### src/rtl/aes_pkg.sv
// Shared AES definitions for the MixColumns engines. The encryption and decryption
// datapaths both use this package: field constants, xtime and the engine FSM state type.
package aes_pkg;

  localparam logic [7:0] AES_POLY = 8'h1B;
  localparam int         NB       = 4;
  localparam int         COL_W    = 32;

  typedef enum logic [1:0] {
    IDLE,
    BUSY,
    DONE
  } state_t;

  // Multiply by x in GF(2^8), reducing modulo x^8 + x^4 + x^3 + x + 1.
  function automatic logic [7:0] xtime(input logic [7:0] x);
    return {x[6:0], 1'b0} ^ (x[7] ? AES_POLY : 8'h00);
  endfunction

endpackage

### src/rtl/mix_columns_iter_if.sv
// Input stream (state and bypass flag) and output stream of the MixColumns engine.
// The engine connects as slave. The producer and the consumer connect as master.
interface mix_columns_iter_if;
  import aes_pkg::*;

  logic                  in_valid;
  logic                  in_ready;
  logic [0:NB*COL_W-1]   in_data;
  logic                  in_bypass;
  logic                  out_valid;
  logic                  out_ready;
  logic [0:NB*COL_W-1]   out_data;

  modport slave (
    input  in_valid, in_data, in_bypass, out_ready,
    output in_ready, out_valid, out_data
  );

  modport master (
    output in_valid, in_data, in_bypass, out_ready,
    input  in_ready, out_valid, out_data
  );

endinterface

### src/rtl/mix_col_word.sv
// MixColumns transform of one 32-bit column. The column is purely combinational.
// Row 0 is the most significant byte. When bypass is set, the column passes through unchanged.
module mix_col_word
  import aes_pkg::*;
(
  input  logic [COL_W-1:0] col,
  input  logic             bypass,
  output logic [COL_W-1:0] mixed
);

  logic [7:0] a0, a1, a2, a3;
  logic [7:0] b0, b1, b2, b3;

  assign {a0, a1, a2, a3} = col;

  // 3x is written as xtime(x) ^ x.
  assign b0 = xtime(a0) ^ (xtime(a1) ^ a1) ^ a2 ^ a3;
  assign b1 = a0 ^ xtime(a1) ^ (xtime(a2) ^ a2) ^ a3;
  assign b2 = a0 ^ a1 ^ xtime(a2) ^ (xtime(a3) ^ a3);
  assign b3 = (xtime(a0) ^ a0) ^ a1 ^ a2 ^ xtime(a3);

  assign mixed = bypass ? col : {b0, b1, b2, b3};

endmodule

### src/rtl/mix_columns_iter.sv
// Iterative forward AES MixColumns engine. The engine accepts one state and transforms
// COLS_PER_CYCLE columns per clock. It holds the result until the consumer accepts it.
module mix_columns_iter
  import aes_pkg::*;
#(
  parameter int COLS_PER_CYCLE = 1
) (
  input  logic             clk,
  input  logic             rst_n,
  mix_columns_iter_if.slave bus
);

  localparam logic [1:0] STEP     = 2'(COLS_PER_CYCLE);
  localparam logic [1:0] LAST_CNT = 2'(NB - COLS_PER_CYCLE);

  if (COLS_PER_CYCLE != 1 && COLS_PER_CYCLE != 2 && COLS_PER_CYCLE != 4) begin : g_bad_cols
    $error("mix_columns_iter: COLS_PER_CYCLE must be 1, 2 or 4");
  end

  state_t              state, state_nxt;
  logic [1:0]          cnt;
  logic                bypass_q;
  logic [0:NB*COL_W-1] work, work_nxt, out_q;
  logic                accept, last_group;

  logic [1:0]          col_idx [COLS_PER_CYCLE];
  logic [COL_W-1:0]    col_in  [COLS_PER_CYCLE];
  logic [COL_W-1:0]    col_out [COLS_PER_CYCLE];

  // The counter is a multiple of COLS_PER_CYCLE, so cnt + g never wraps within one group.
  for (genvar g = 0; g < COLS_PER_CYCLE; g++) begin : g_col
    assign col_idx[g] = cnt + 2'(g);
    assign col_in[g]  = work[COL_W*col_idx[g] +: COL_W];

    mix_col_word u_mix (
      .col    (col_in[g]),
      .bypass (bypass_q),
      .mixed  (col_out[g])
    );
  end

  always_comb begin
    work_nxt = work;
    for (int g = 0; g < COLS_PER_CYCLE; g++) begin
      work_nxt[COL_W*col_idx[g] +: COL_W] = col_out[g];
    end
  end

  always_ff @(posedge clk or negedge rst_n) begin
    if (!rst_n) state <= IDLE;
    else        state <= state_nxt;
  end

  // NOTE: every signal assigned here gets a default value first. Without the defaults, a path
  // that skips an assignment would infer a latch.
  always_comb begin
    state_nxt  = state;
    accept     = 1'b0;
    last_group = 1'b0;
    case (state)
      IDLE: if (bus.in_valid) begin
        accept    = 1'b1;
        state_nxt = BUSY;
      end
      BUSY: if (cnt == LAST_CNT) begin
        last_group = 1'b1;
        state_nxt  = DONE;
      end
      DONE: if (bus.out_ready) state_nxt = IDLE;
      default: state_nxt = IDLE;
    endcase
  end

  // NOTE: sequential state uses non-blocking assignments only. All registers then update
  // together at the clock edge, regardless of the order of the statements.
  always_ff @(posedge clk or negedge rst_n) begin
    if (!rst_n) begin
      work     <= '0;
      out_q    <= '0;
      cnt      <= '0;
      bypass_q <= 1'b0;
    end else if (accept) begin
      work     <= bus.in_data;
      bypass_q <= bus.in_bypass;
      cnt      <= '0;
    end else if (state == BUSY) begin
      work <= work_nxt;
      cnt  <= cnt + STEP;
      // out_data changes only when the final group completes.
      if (last_group) out_q <= work_nxt;
    end
  end

  assign bus.in_ready  = (state == IDLE);
  assign bus.out_valid = (state == DONE);
  assign bus.out_data  = out_q;

endmodule
### src/flat_wrapper.sv
// flat-port wrapper written by rule: the top's interface ports become plain ports
module mix_columns_iter_flat import aes_pkg::*;
#(
  parameter int COLS_PER_CYCLE = 1
)
  (clk, rst_n, bus_in_valid, bus_in_data, bus_in_bypass, bus_out_ready, bus_in_ready, bus_out_valid, bus_out_data);
  mix_columns_iter_if bus_i ();
  input  logic clk;
  input  logic rst_n;
  input wire logic [$bits(bus_i.in_valid)-1:0] bus_in_valid;
  input wire logic [$bits(bus_i.in_data)-1:0] bus_in_data;
  input wire logic [$bits(bus_i.in_bypass)-1:0] bus_in_bypass;
  input wire logic [$bits(bus_i.out_ready)-1:0] bus_out_ready;
  output wire logic [$bits(bus_i.in_ready)-1:0] bus_in_ready;
  output wire logic [$bits(bus_i.out_valid)-1:0] bus_out_valid;
  output wire logic [$bits(bus_i.out_data)-1:0] bus_out_data;
  assign bus_i.in_valid = bus_in_valid;
  assign bus_i.in_data = bus_in_data;
  assign bus_i.in_bypass = bus_in_bypass;
  assign bus_i.out_ready = bus_out_ready;
  assign bus_in_ready = bus_i.in_ready;
  assign bus_out_valid = bus_i.out_valid;
  assign bus_out_data = bus_i.out_data;
  mix_columns_iter #(.COLS_PER_CYCLE(COLS_PER_CYCLE)) u_core (.clk(clk), .rst_n(rst_n), .bus(bus_i));
endmodule
### config.mk
export PLATFORM = sky130hd
export DESIGN_NAME = mix_columns_iter_flat
export DESIGN_NICKNAME = d
export VERILOG_FILES = /design/src/rtl/aes_pkg.sv /design/src/rtl/mix_columns_iter_if.sv /design/src/rtl/mix_col_word.sv /design/src/rtl/mix_columns_iter.sv /design/src/flat_wrapper.sv
export SDC_FILE = /design/constraint.sdc
export NUM_CORES = 1
export LEC_CHECK = 0
export CAP_MARGIN = 20
export CORE_MARGIN = 2
export CORE_UTILIZATION = 48
export DETAILED_ROUTE_END_ITERATION = 10
export GPL_TIMING_DRIVEN = 0
export PLACE_DENSITY = 0.8
export SLEW_MARGIN = 20
export SYNTH_ARGS = -nofsm -noshare
export SYNTH_HDL_FRONTEND = slang
export SYNTH_HIERARCHICAL = 1
export SYNTH_SLANG_ARGS = --single-unit
### constraint.sdc
create_clock -name clk -period 3.23 [get_ports clk]
set_clock_uncertainty 0.2 [all_clocks]
set_input_delay 0.8075 -clock clk [delete_from_list [all_inputs] [get_ports clk]]
set_output_delay 0.8075 -clock clk [all_outputs]
set_load 0.02 [all_outputs]
Word level (Yosys, flattened, before mapping)
Cells that the tools add are included.

Register bits after elaboration: 261. Output and inout bits: 130.

$add $sub $neg: 2. Equality and inequality tests: 6. Shifts and indexed selects: 3. Multiplexer cells: 18. Bitwise operators: 22. Reductions and logical operators: 4.

Operator list (number): $mux W128 (2); $xor A8 B8 Y8 (17); $shift A129 B34 Y128 const A (1); $shiftx A128 B33 Y129 (1); $shiftx A129 B34 Y128 (1); $bwmux W128 (1); $neg A33 Y34 (1); $not A7 Y33 (1); $mux W32 (1); $xor A8 B5 Y8 (3); $mux W5 (4); $mux W2 (5); $pmux W2 S3 (1); $reduce_and A3 Y1 (2); $eq A2 B2 Y1 const B (2); $mux W1 (4); $ne A2 B2 Y1 const B (2); $add A2 B1 Y2 const B (1); $eq A2 B1 Y1 const B (1); $logic_not A2 Y1 (1); $ne A2 B1 Y1 const B (1); $reduce_bool A2 Y1 (1); $not A1 Y1 (1).

Depth between registers and ports, before layout
Word-level depth: 13. Depth in mapped cells: 9.

Cells and area by module
Netlist, hierarchy kept.

By module, submodules not included: mix_columns_iter (times used 1, cells each 1205, area each 12598.3 µm²); mix_col_word (times used 1, cells each 152, area each 1680.4 µm²).

Least setup slack after synthesis
Ideal clock, no wire load.

Path kind: flip-flop to flip-flop. Start: reg u_core.cnt[0]. End: reg u_core/work[12] (netlist bit). Arrival time: 2930 ps. Required time: 2926 ps. Setup slack: -3 ps. Cell stages (with the launch flop): 10. Path buffers: 3. Clock period less this slack: 3233 ps. Cell sequence: dfrtp_1 buf_2 buf_2 mux4_2 buf_6 xnor3_2 xnor3_1 o21ai_1 a31oi_1 a221oi_1.

RTL lines: start, declared (line mix_columns_iter.sv:21) `logic [1:0] cnt;`; start signal, assigned (line mix_columns_iter.sv:88) `cnt <= cnt + STEP;`; end signal, assigned (line mix_columns_iter.sv:83) `work <= bus.in_data;`; end signal, assigned (line mix_columns_iter.sv:87) `work <= work_nxt;`; end, declared (line mix_columns_iter.sv:23) `logic [0:NB*COL_W-1] work, work_nxt, out_q;`.

==> summary.txt <==
Period utilization: 101%
Synth Cell Area: 14300 sq um
CP Cell Sequence: buf_6 -> buf_12 -> mux4_2 -> buf_12 -> xor2_4 -> xnor3_2 -> o21ai_4 -> a31oi_2 -> a221oi_2
Register bit total from synthesis: 261
H-tree depth: 1
Fin nets: 1820
# rows: 63
Cell mode on critical path: buf_12
CTS root buf: clkbuf_16
Via density: 6.43
Max frequency: 307 MHz
Seq/Total Area, Yosys: 45.7%
Mapped Cells: 1357
Share of layout cells above drive strength 1: 16.1%
Fin. max-slew vios: 0
Mean post-synth cell area: 10.5 sq um
Hold Path Class: in2async
Later-pin clock latency in the skew report: 0.54 ns
Max_cap viols: 0
Final worst setup slack: -0.0318 ns
Status: finished with violations
Crit start category: flip-flop
Met1 WL: 20.7 mm
Die width: 176 microns
Vias in the first global route: 13200
Initial DRT Pass Iterations: 6
Final WL: 53.8 mm
1st-iter DRT viols: 1839
WL met2: 24.8 mm
Slew HR: 28.9%
Initial antenna violation count: 0
CTS tree: yes
Cell area after layout: 19400 sq um
Area after DPL: 17500 sq um
ANT nets after route: 0
HPWL after DPL: 38.5 mm
Total number of vias: 13400
Cts-stage hold buffer count: 0
# IOs: 263
Worst-Margin Slew: 1.07 ns
Setup violators final: 2
CP Max Fanout: 10
CTS Buf Count: 27
Failing checks: setup timing
Core Area: 29500 sq um
Post-DR wirelength/cell: 25.7 microns
Critical path class: reg2reg
Sinks on Clock Net: 261
Cell types occupying the most area after synthesis: dfrtp_1 (46%), nor2b_1 (8.5%), a221oi_1 (5.9%)
Die area: 31100 sq um
Slowest CP cell: mux4_2
CP endpoint kind: flip-flop
Placer Congestion: 0.952
Yosys Warn Count: 6
CP peak stage delay: 0.62 ns
Total GRT Usage: 33.9%
Final hold violation count: 0
Synth unique cells: 36
IO buf count: 262
CTS clock-pin slew for the worst setup and hold paths: 0.06 ns
Largest net degree at the start of global routing: 100
Syn nets: 1494
Worst r2r src: u_core/cnt[0]
CP arrival: 3.50 ns
Crit path time final: 3.26 ns
# DRC: 0
Bufs on Longest Clock Path: 3
Area delta synth->final: 36.0%
Most frequent cells in the layout: clkdlybuf4s50_1 (261), dfrtp_1 (261), nor2b_1 (195)
Worst Setup SP: u_core/cnt[0]
Total grt overflow: 0
Req. time, crit path: 3.47 ns
Post-synth top area share: 45.7%
Top routing layer in use: met4
Unrepaired setup endpoints after global routing: true
Post-synth top area cell: dfrtp_1
First-pass GRT wire length: 80.0 mm
Met3 Wirelength: 5.93 mm
Die height: 176 microns
Number of diodes: 0
Starting density of the core: 48.4%
critical path, delay by kind of cell (launching register included):
family	cells	cell delay, ns
flip-flops	1	0.37
multiplexers	1	0.62
AO/OA/AOI/OAI	3	0.72
XOR/XNOR	2	0.74
buffers and inverters	3	0.50
routing by layer:
layer	up-vias	GRT usage, %
met5	-	0
li1	5565	-
met4	0	14.1
met1	6663	46.8
met2	1053	53.4
met3	168	6.03
repair_timing:
item | in CTS | in global routing
pin swaps | 12 | 29
setup endpoints to repair | 256 | 69
buffers inserted | 8 | 27
resized for setup | 91 | 61
final cells by class:
type,instances,area [sq um]
tap,390,488
buffer,131,671
inverter,3,11.3
clock inverter,9,97.6
timing repair buffer,299,3000
fill,2251,10100
clock buffer,40,795
multi-input combinational,960,7820
sequential,261,6530
cell usage after synthesis:
| library cell | instances |
|---|---|
| a21boi_0 | 1 |
| a21oi_1 | 1 |
| a221o_1 | 32 |
| a221oi_1 | 96 |
| a22o_1 | 32 |
| a31oi_1 | 96 |
| and2_1 | 32 |
| buf_1 | 3 |
| buf_2 | 54 |
| buf_4 | 3 |
| buf_6 | 2 |
| clkbuf_1 | 71 |
| dfrtp_1 | 261 |
| ha_1 | 4 |
| inv_1 | 3 |
| mux2_2 | 1 |
| mux4_2 | 32 |
| nand2_1 | 130 |
| nand2b_1 | 1 |
| nand3b_1 | 1 |
| nor2_1 | 98 |
| nor2b_1 | 195 |
| nor3_4 | 1 |
| nor3b_2 | 1 |
| o21ai_0 | 109 |
| o21ai_1 | 22 |
| o21ba_2 | 1 |
| xnor2_1 | 13 |
| xnor3_1 | 33 |
| xnor3_2 | 2 |
| xnor3_4 | 1 |
| xor2_1 | 12 |
| xor2_2 | 5 |
| xor2_4 | 2 |
| xor3_1 | 4 |
| xor3_4 | 2 |
sequential cells by signal (all words and copies together), names as in the netlist:
signal and cells:
u_core/bus.out_data 128, u_core/bypass_q 1, u_core/cnt 2, u_core/state 2
u_core/work 128
worst paths after layout:
kind	to	slack, ns	depth (start not counted)
min	u_core/bus.out_data[71]	0.04	1
max reg2reg	u_core/work[44]	-0.03	9
min reg2reg	u_core/bus.out_data[40]	0.28	2
max in group asynchronous	u_core/bus.out_data[89]	1.87	2
min in group clk	u_core/bus.out_data[40]	0.28	2
max	u_core/work[44]	-0.03	9
cells by family after synthesis:
kind of cell | share of synthesized area [%]
AND/OR/NAND/NOR | 16.2
adder cells (fa/ha/maj) | 0.351
buffers and inverters | 4.23
AO/OA/AOI/OAI | 19.1
flip-flops | 45.7
XOR/XNOR | 9.26
multiplexers | 5.13
stage by stage:
| stage | TNS (ns) | std cells | setup slack [ns] | hold WS (ns) | util [%] |
|---|---|---|---|---|---|
| finish | -0.0448 | 2093 | -0.0318 | 0.0438 | 65.8 |
| detailed placement | -117.90 | 2011 | -0.952 | 0.270 | 59.2 |
| global route | -0.736 | 2093 | -0.122 | 0.0764 | 65.8 |
| global placement | -2701.48 | 2009 | -9.99 | 0.266 | 59.0 |
| floorplan | 0 | 1357 | 0.0171 | 0.274 | - |
| CTS | -0.0264 | 2067 | -0.0264 | 0.0525 | 63.8 |
Power is not shown: default switching activity piles up to over one toggle a cycle in this logic, so the estimate is an artifact.
==> RTL edit 1 (same flow settings) <==
`NB`: 4 -> 5.
--- a/src/rtl/aes_pkg.sv
+++ b/src/rtl/aes_pkg.sv
@@ -4,5 +4,5 @@
 
   localparam logic [7:0] AES_POLY = 8'h1B;
-  localparam int         NB       = 4;
+  localparam int         NB       = 5;
   localparam int         COL_W    = 32;
 
Interface: changed (resized bus_in_data and bus_out_data); port bits go from 263 to 327. The function was not compared with the original's and may differ.
==> RTL edit 1 against the unedited design <==
- synthesized cell count increased by 8.1%
- worst setup slack better by 78 ps
- routed wire length rose by 8.5%
- fmax up 2.4%
- sequential cell count rose by 64
- area after synthesis rose by 13%
- non-clock buffer count rose by 43
- global-route usage shrank 1.0 points
- largest cell class is now flip-flops and latches
- final area is 11% higher
- first-iteration DRC count is 18% lower
Power is left out: the tool's default activity adds up to more than one toggle a clock period on the data nets, which glitch-free logic cannot reach.
==> RTL edit 1: results (changes against the unedited design) <==
| Metric | Value |
|---|---|
| Status | finished clean |
| Total GRT Usage | 32.9% (-1.0 points) |
| Detailed Route WL | 58.4 mm (+8.5%) |
| Ys flop type | dfrtp_1 |
| Initial antenna violation count | 0 (unchanged) |
| Cts bufs inserted | 36 (+33%) |
| Largest net degree at the start of global routing | 96 (-4.0%) |
| Synth unique cells | 39 (+8.3%) |
| First-pass GRT wire length | 87.6 mm (+9.6%) |
| Worst-path clk slew | 60 ps (about the same) |
| Detail Placement HPWL | 42.2 mm (+9.7%) |
| Dpl ws | -946 ps (+5.69 ps) |
| Fillers | 2612 (+16%) |
| Via/cell ratio | 6.20 (-3.5%) |
| Synth top area cells | dfrtp_1 51%, o21ai_0 6.4%, nand2_1 5.4%, xnor3_1 4.6%, a22oi_1 4.5% |
| Worst min path class | in -> async |
| Sequential area share after synthesis | 50.6% (+4.9 points) |
| Drt first pass iters | 5 (-1) |
| Share of the synthesized area in the top cell type | 50.6% (+4.9 points) |
| Worst Path Max Fanout | 10 (unchanged) |
| Antenna Cells | 0 (unchanged) |
| Top cells by count, synth | 325 x dfrtp_1, 231 x nand2_1, 204 x o21ai_0, 99 x nor2b_1 |
| CTS H-tree depth | 2 (+1) |
| Mapped Nets | 1636 (+9.5%) |
| Drt first-iter violations | 1502 (-18%) |
| Vias in the first global route | 14587 (+11%) |
| Worst-Skew Late Latency | 530 ps |
| Share of layout cells above drive strength 1 | 13.9% (-2.2 points) |
| Critical Path AT | 3420 ps (-80 ps) |
| GPL Wtd Cong | 0.932 (-2.2%) |
| Ys Warns | 6 (unchanged) |
| Clock buffer depth | 3 (unchanged) |
| CTS root buf | clkbuf_16 |
| Final nets | 2008 (+10%) |
| Port buffer count | 326 (+24%) |
| Slew @ Worst Pin | 1030 ps (-35.7 ps) |
| Asr flop ratio synth | 100% (unchanged) |
-- RTL edit 1: changes by cell type after synthesis, moves of 94 or more --
cell      change
nand2_1     +101
a221oi_1     -96
a22oi_1      +96
nor2b_1      -96
o21ai_0      +95
nor2_1       -94
-- RTL edit 1: routing by layer --
metal | GRT usage, % | vias up | part of all wire [%]
li1 | - | 6071 | -
met4 | 13.7 | 0 | 3.7
met5 | 0 | - | 0
met3 | 9.31 | 157 | 11
met2 | 52.5 | 931 | 47
met1 | 42.5 | 7187 | 38
-- RTL edit 1: path summary, 6_finish.rpt --
path / startpoint / endpoint / slack (ps) / cells past startpoint
max: u_core/cnt[0]$_DFFE_PN0P_ / u_core/work[110]$_DFFE_PN0P_ / 50 / 9
min: rst_n / u_core/bus.out_data[48]$_DFFE_PN0P_ / 60 / 1
max reg2reg: u_core/cnt[0]$_DFFE_PN0P_ / u_core/work[110]$_DFFE_PN0P_ / 50 / 9
min reg2reg: u_core/work[128]$_DFFE_PN0P_ / u_core/work[128]$_DFFE_PN0P_ / 270 / 2
max in group asynchronous: rst_n / u_core/work[93]$_DFFE_PN0P_ / 1540 / 3
min in group clk: u_core/work[128]$_DFFE_PN0P_ / u_core/work[128]$_DFFE_PN0P_ / 270 / 2
-- RTL edit 1: metrics by stage --
| stage | instances | instance area (um^2) | hold WS [ps] | util [%] |
|---|---|---|---|---|
| final | 2314 | 21600 | 56.1 | 64.9 |
| after detailed placement | 2244 | 20000 | 259 | 60.0 |
| after global placement | 2241 | 19900 | 254 | 59.8 |
| after global routing | 2314 | 21600 | 103 | 64.9 |
| after CTS | 2312 | 21500 | 78.9 | 64.5 |
| after floorplan | 1467 | 16100 | 241 | - |
-- RTL edit 1: layout make-up --
cell class	count	area share, %
clock inverter	17	0.846
tap	448	2.60
inverter	3	0.0521
timing repair buffer	336	15.8
sequential	325	37.7
multi-input combinational	1000	35.1
buffer	137	3.22
clock buffer	48	4.80
-- RTL edit 1: kinds of logic (layout without fill, tap and decap cells) --
family,count (synthesis),in the layout,share of synthesized area [%]
XOR/XNOR,74,74,8.23
flip-flops,325,325,50.6
AO/OA/AOI/OAI,485,485,19.1
adder cells (fa/ha/maj),4,4,0.311
AND/OR/NAND/NOR,373,373,11.0
buffers and inverters,142,541,4.06
multiplexers,64,64,6.73
-- RTL edit 1: worst max-delay path: stages, from the launching register on --
cell and delay, ps:
dfrtp_2 390, buf_8 170, buf_12 170, mux4_2 520
buf_2 210, xor3_4 460, xnor3_1 230, o21ai_2 280
a31oi_1 220, o21ai_0 230
-- RTL edit 1: repair_timing --
action / in CTS / in global routing
pin swaps: 4 / 8
setup buffers: 3 / 4
setup endpoints to repair: 279 / 166
resized for setup: 66 / 33
==> RTL edit 2 (config.mk and constraints unchanged) <==
Without the edit above. Reset style: synchronous (`rst_n`), changed in 2 clocked blocks.
--- a/src/rtl/mix_columns_iter.sv
+++ b/src/rtl/mix_columns_iter.sv
@@ -47,5 +47,5 @@
   end
 
-  always_ff @(posedge clk or negedge rst_n) begin
+  always_ff @(posedge clk) begin
     if (!rst_n) state <= IDLE;
     else        state <= state_nxt;
@@ -74,5 +74,5 @@
   // NOTE: sequential state uses non-blocking assignments only. All registers then update
   // together at the clock edge, regardless of the order of the statements.
-  always_ff @(posedge clk or negedge rst_n) begin
+  always_ff @(posedge clk) begin
     if (!rst_n) begin
       work     <= '0;
Check against the original RTL: differs if rst_n is asserted again (counterexample within 4 cycles, from zero or initial values and one cycle with rst_n low); with rst_n held inactive, the same outputs for 4 cycles.
==> RTL edit 2 against the unedited design <==
- the run still ends with negative setup slack left
- worst setup slack worse by 18 ps
- routed wire length increased by 21%
- final area grew 8.6%
- sequential cell count stayed put
- synthesized cell count increased by 24%
- critical path depth rose by 2
- hold slack improved by 210 ps
- area after synthesis increased by 9.9%
- critical path type unchanged
Power is left out: it rests on default switching activity, and per cell area and clock period it moved more than threefold.
==> RTL edit 2: results (changes against the unedited design) <==
| Metric | Value |
|---|---|
| Crit. Startpoint | u_core/cnt[1]$_SDFFE_PP0N_ |
| Clock buffer depth | 3 (unchanged) |
| Worst Hold Launch | u_core/bus.out_data[100]$_SDFFE_PN0P_ |
| Asr flop ratio synth | 0% (-100 points) |
| WHS Endpoint | u_core/bus.out_data[100]$_SDFFE_PN0P_ |
| CTS root buf | clkbuf_16 |
| Fillers | 2698 (+20%) |
| Detail Placement HPWL | 49.6 mm (+29%) |
| Setup TNS | -246 ps (-201 ps) |
| Vias in the first global route | 15394 (+17%) |
| Cells after Synth | 1688 (+24%) |
| Worst Reg-to-Reg Cells | 11 (+2) |
| Final nets | 2158 (+19%) |
| Largest net degree at the start of global routing | 16 (-84%) |
| GPL Wtd Cong | 0.997 (+4.7%) |
| Dpl ws | -1440 ps (-490 ps) |
| Drt first pass iters | 8 (+2) |
| Sequential area share after synthesis | 33.3% (-12 points) |
| Port buffer count | 261 (-0.38%) |
| Final worst slack | -50.1 ps (-18.3 ps) |
| Status | finished, violations left |
| Share of layout cells above drive strength 1 | 15.4% (-0.73 points) |
| Min-Delay Path Depth | 2 |
| Synth top area cells | dfxtp_1 33%, xnor3_1 4.7%, mux4_2 4.6%, a21oi_1 4.2%, o211a_1 4.0% |
| Worst min path class | reg -> reg |
| CTS H-tree depth | 1 (unchanged) |
| Final setup viols | 14 (+12) |
| First-pass GRT wire length | 94.7 mm (+18%) |
| DR vias | 15973 (+19%) |
| Cells after DPL | 2391 (+19%) |
| Detailed Route WL | 65.3 mm (+21%) |
| Worst setup path end | u_core/bus.out_data[60]$_SDFFE_PN0P_ |
| Ys Warns | 6 (unchanged) |
| Top cells by count, synth | 261 x dfxtp_1, 131 x a21oi_1, 102 x clkbuf_1, 97 x o21ai_0, 94 x nand4_1 |
| Drt first-iter violations | 1772 (-3.6%) |
| Placement Cell Area | 18900 um^2 (+8.1%) |
| Critical Path AT | 3600 ps (+100 ps) |
| Total GRT Usage | 37.1% (+3.2 points) |
| Failing checks | negative setup slack |
| WL/cell | 26.3 um (+2.1%) |
| Cts bufs inserted | 30 (+11%) |
| Worst Path Max Fanout | 10 (unchanged) |
| Share of the synthesized area in the top cell type | 33.3% (-12 points) |
| Worst-Skew Late Latency | 580 ps (+40 ps) |
| Synth unique cells | 46 (+28%) |
| Max-slew headroom | 15.0% (-14 points) |
| Mapped Nets | 1825 (+22%) |
| Worst-path clk slew | 70 ps |
| Initial antenna violation count | 1 (+1) |
[RTL edit 2: kinds of logic (layout without fill, tap and decap cells)]
group,count (synthesis),after routing,share of synthesized area (%)
AO/OA/AOI/OAI,549,549,23.4
XOR/XNOR,74,74,8.43
adder cells (fa/ha/maj),4,4,0.319
buffers and inverters,238,595,6.75
flip-flops,261,261,33.3
multiplexers,33,33,4.66
other,0,1,0
AND/OR/NAND/NOR,529,529,23.1
[RTL edit 2: cell type report]
cell class / instances / share of cell area, %
diodes: 1 / 0.0119
plain buffers: 199 / 5.01
clock buffers: 38 / 3.99
clock inverters: 18 / 0.854
inverters: 38 / 0.676
multi-input cells: 1189 / 47.2
flip-flops and latches: 261 / 24.8
well taps: 442 / 2.62
repair buffers: 302 / 14.8
[RTL edit 2: stage by stage]
step	hold slack [ps]	utilization [%]
after floorplan	258	-
after global placement	243	58.3
after detailed placement	246	58.3
after CTS	256	64.1
after global routing	270	65.1
final	254	65.1
[RTL edit 2: what timing repair did]
| action | CTS | global route |
|---|---|---|
| setup endpoints to repair | 258 | 110 |
| gates resized for setup | 114 | 36 |
| buffers inserted | 27 | 13 |
| pin swaps | 25 | 29 |
| gates cloned | 1 | 0 |
| hold buffers | 0 | 0 |
[RTL edit 2: critical path, stage by stage, from the launching register on]
cell	delay, ps
dfxtp_4	370
buf_12	140
buf_12	160
mux4_2	590
buf_12	170
xnor2_4	210
xnor3_1	470
o21ai_4	230
buf_12	150
nand4b_1	190
nand4_1	190
o211a_1	150
[RTL edit 2: layer usage]
layer | part of all wire (%) | wire length [um] | global-route usage [%]
met5 | 0 | 0 | 0
met4 | 4.4 | 2870 | 14.5
met3 | 12 | 7630 | 9.02
met2 | 44 | 29000 | 58.0
met1 | 40 | 25800 | 49.6
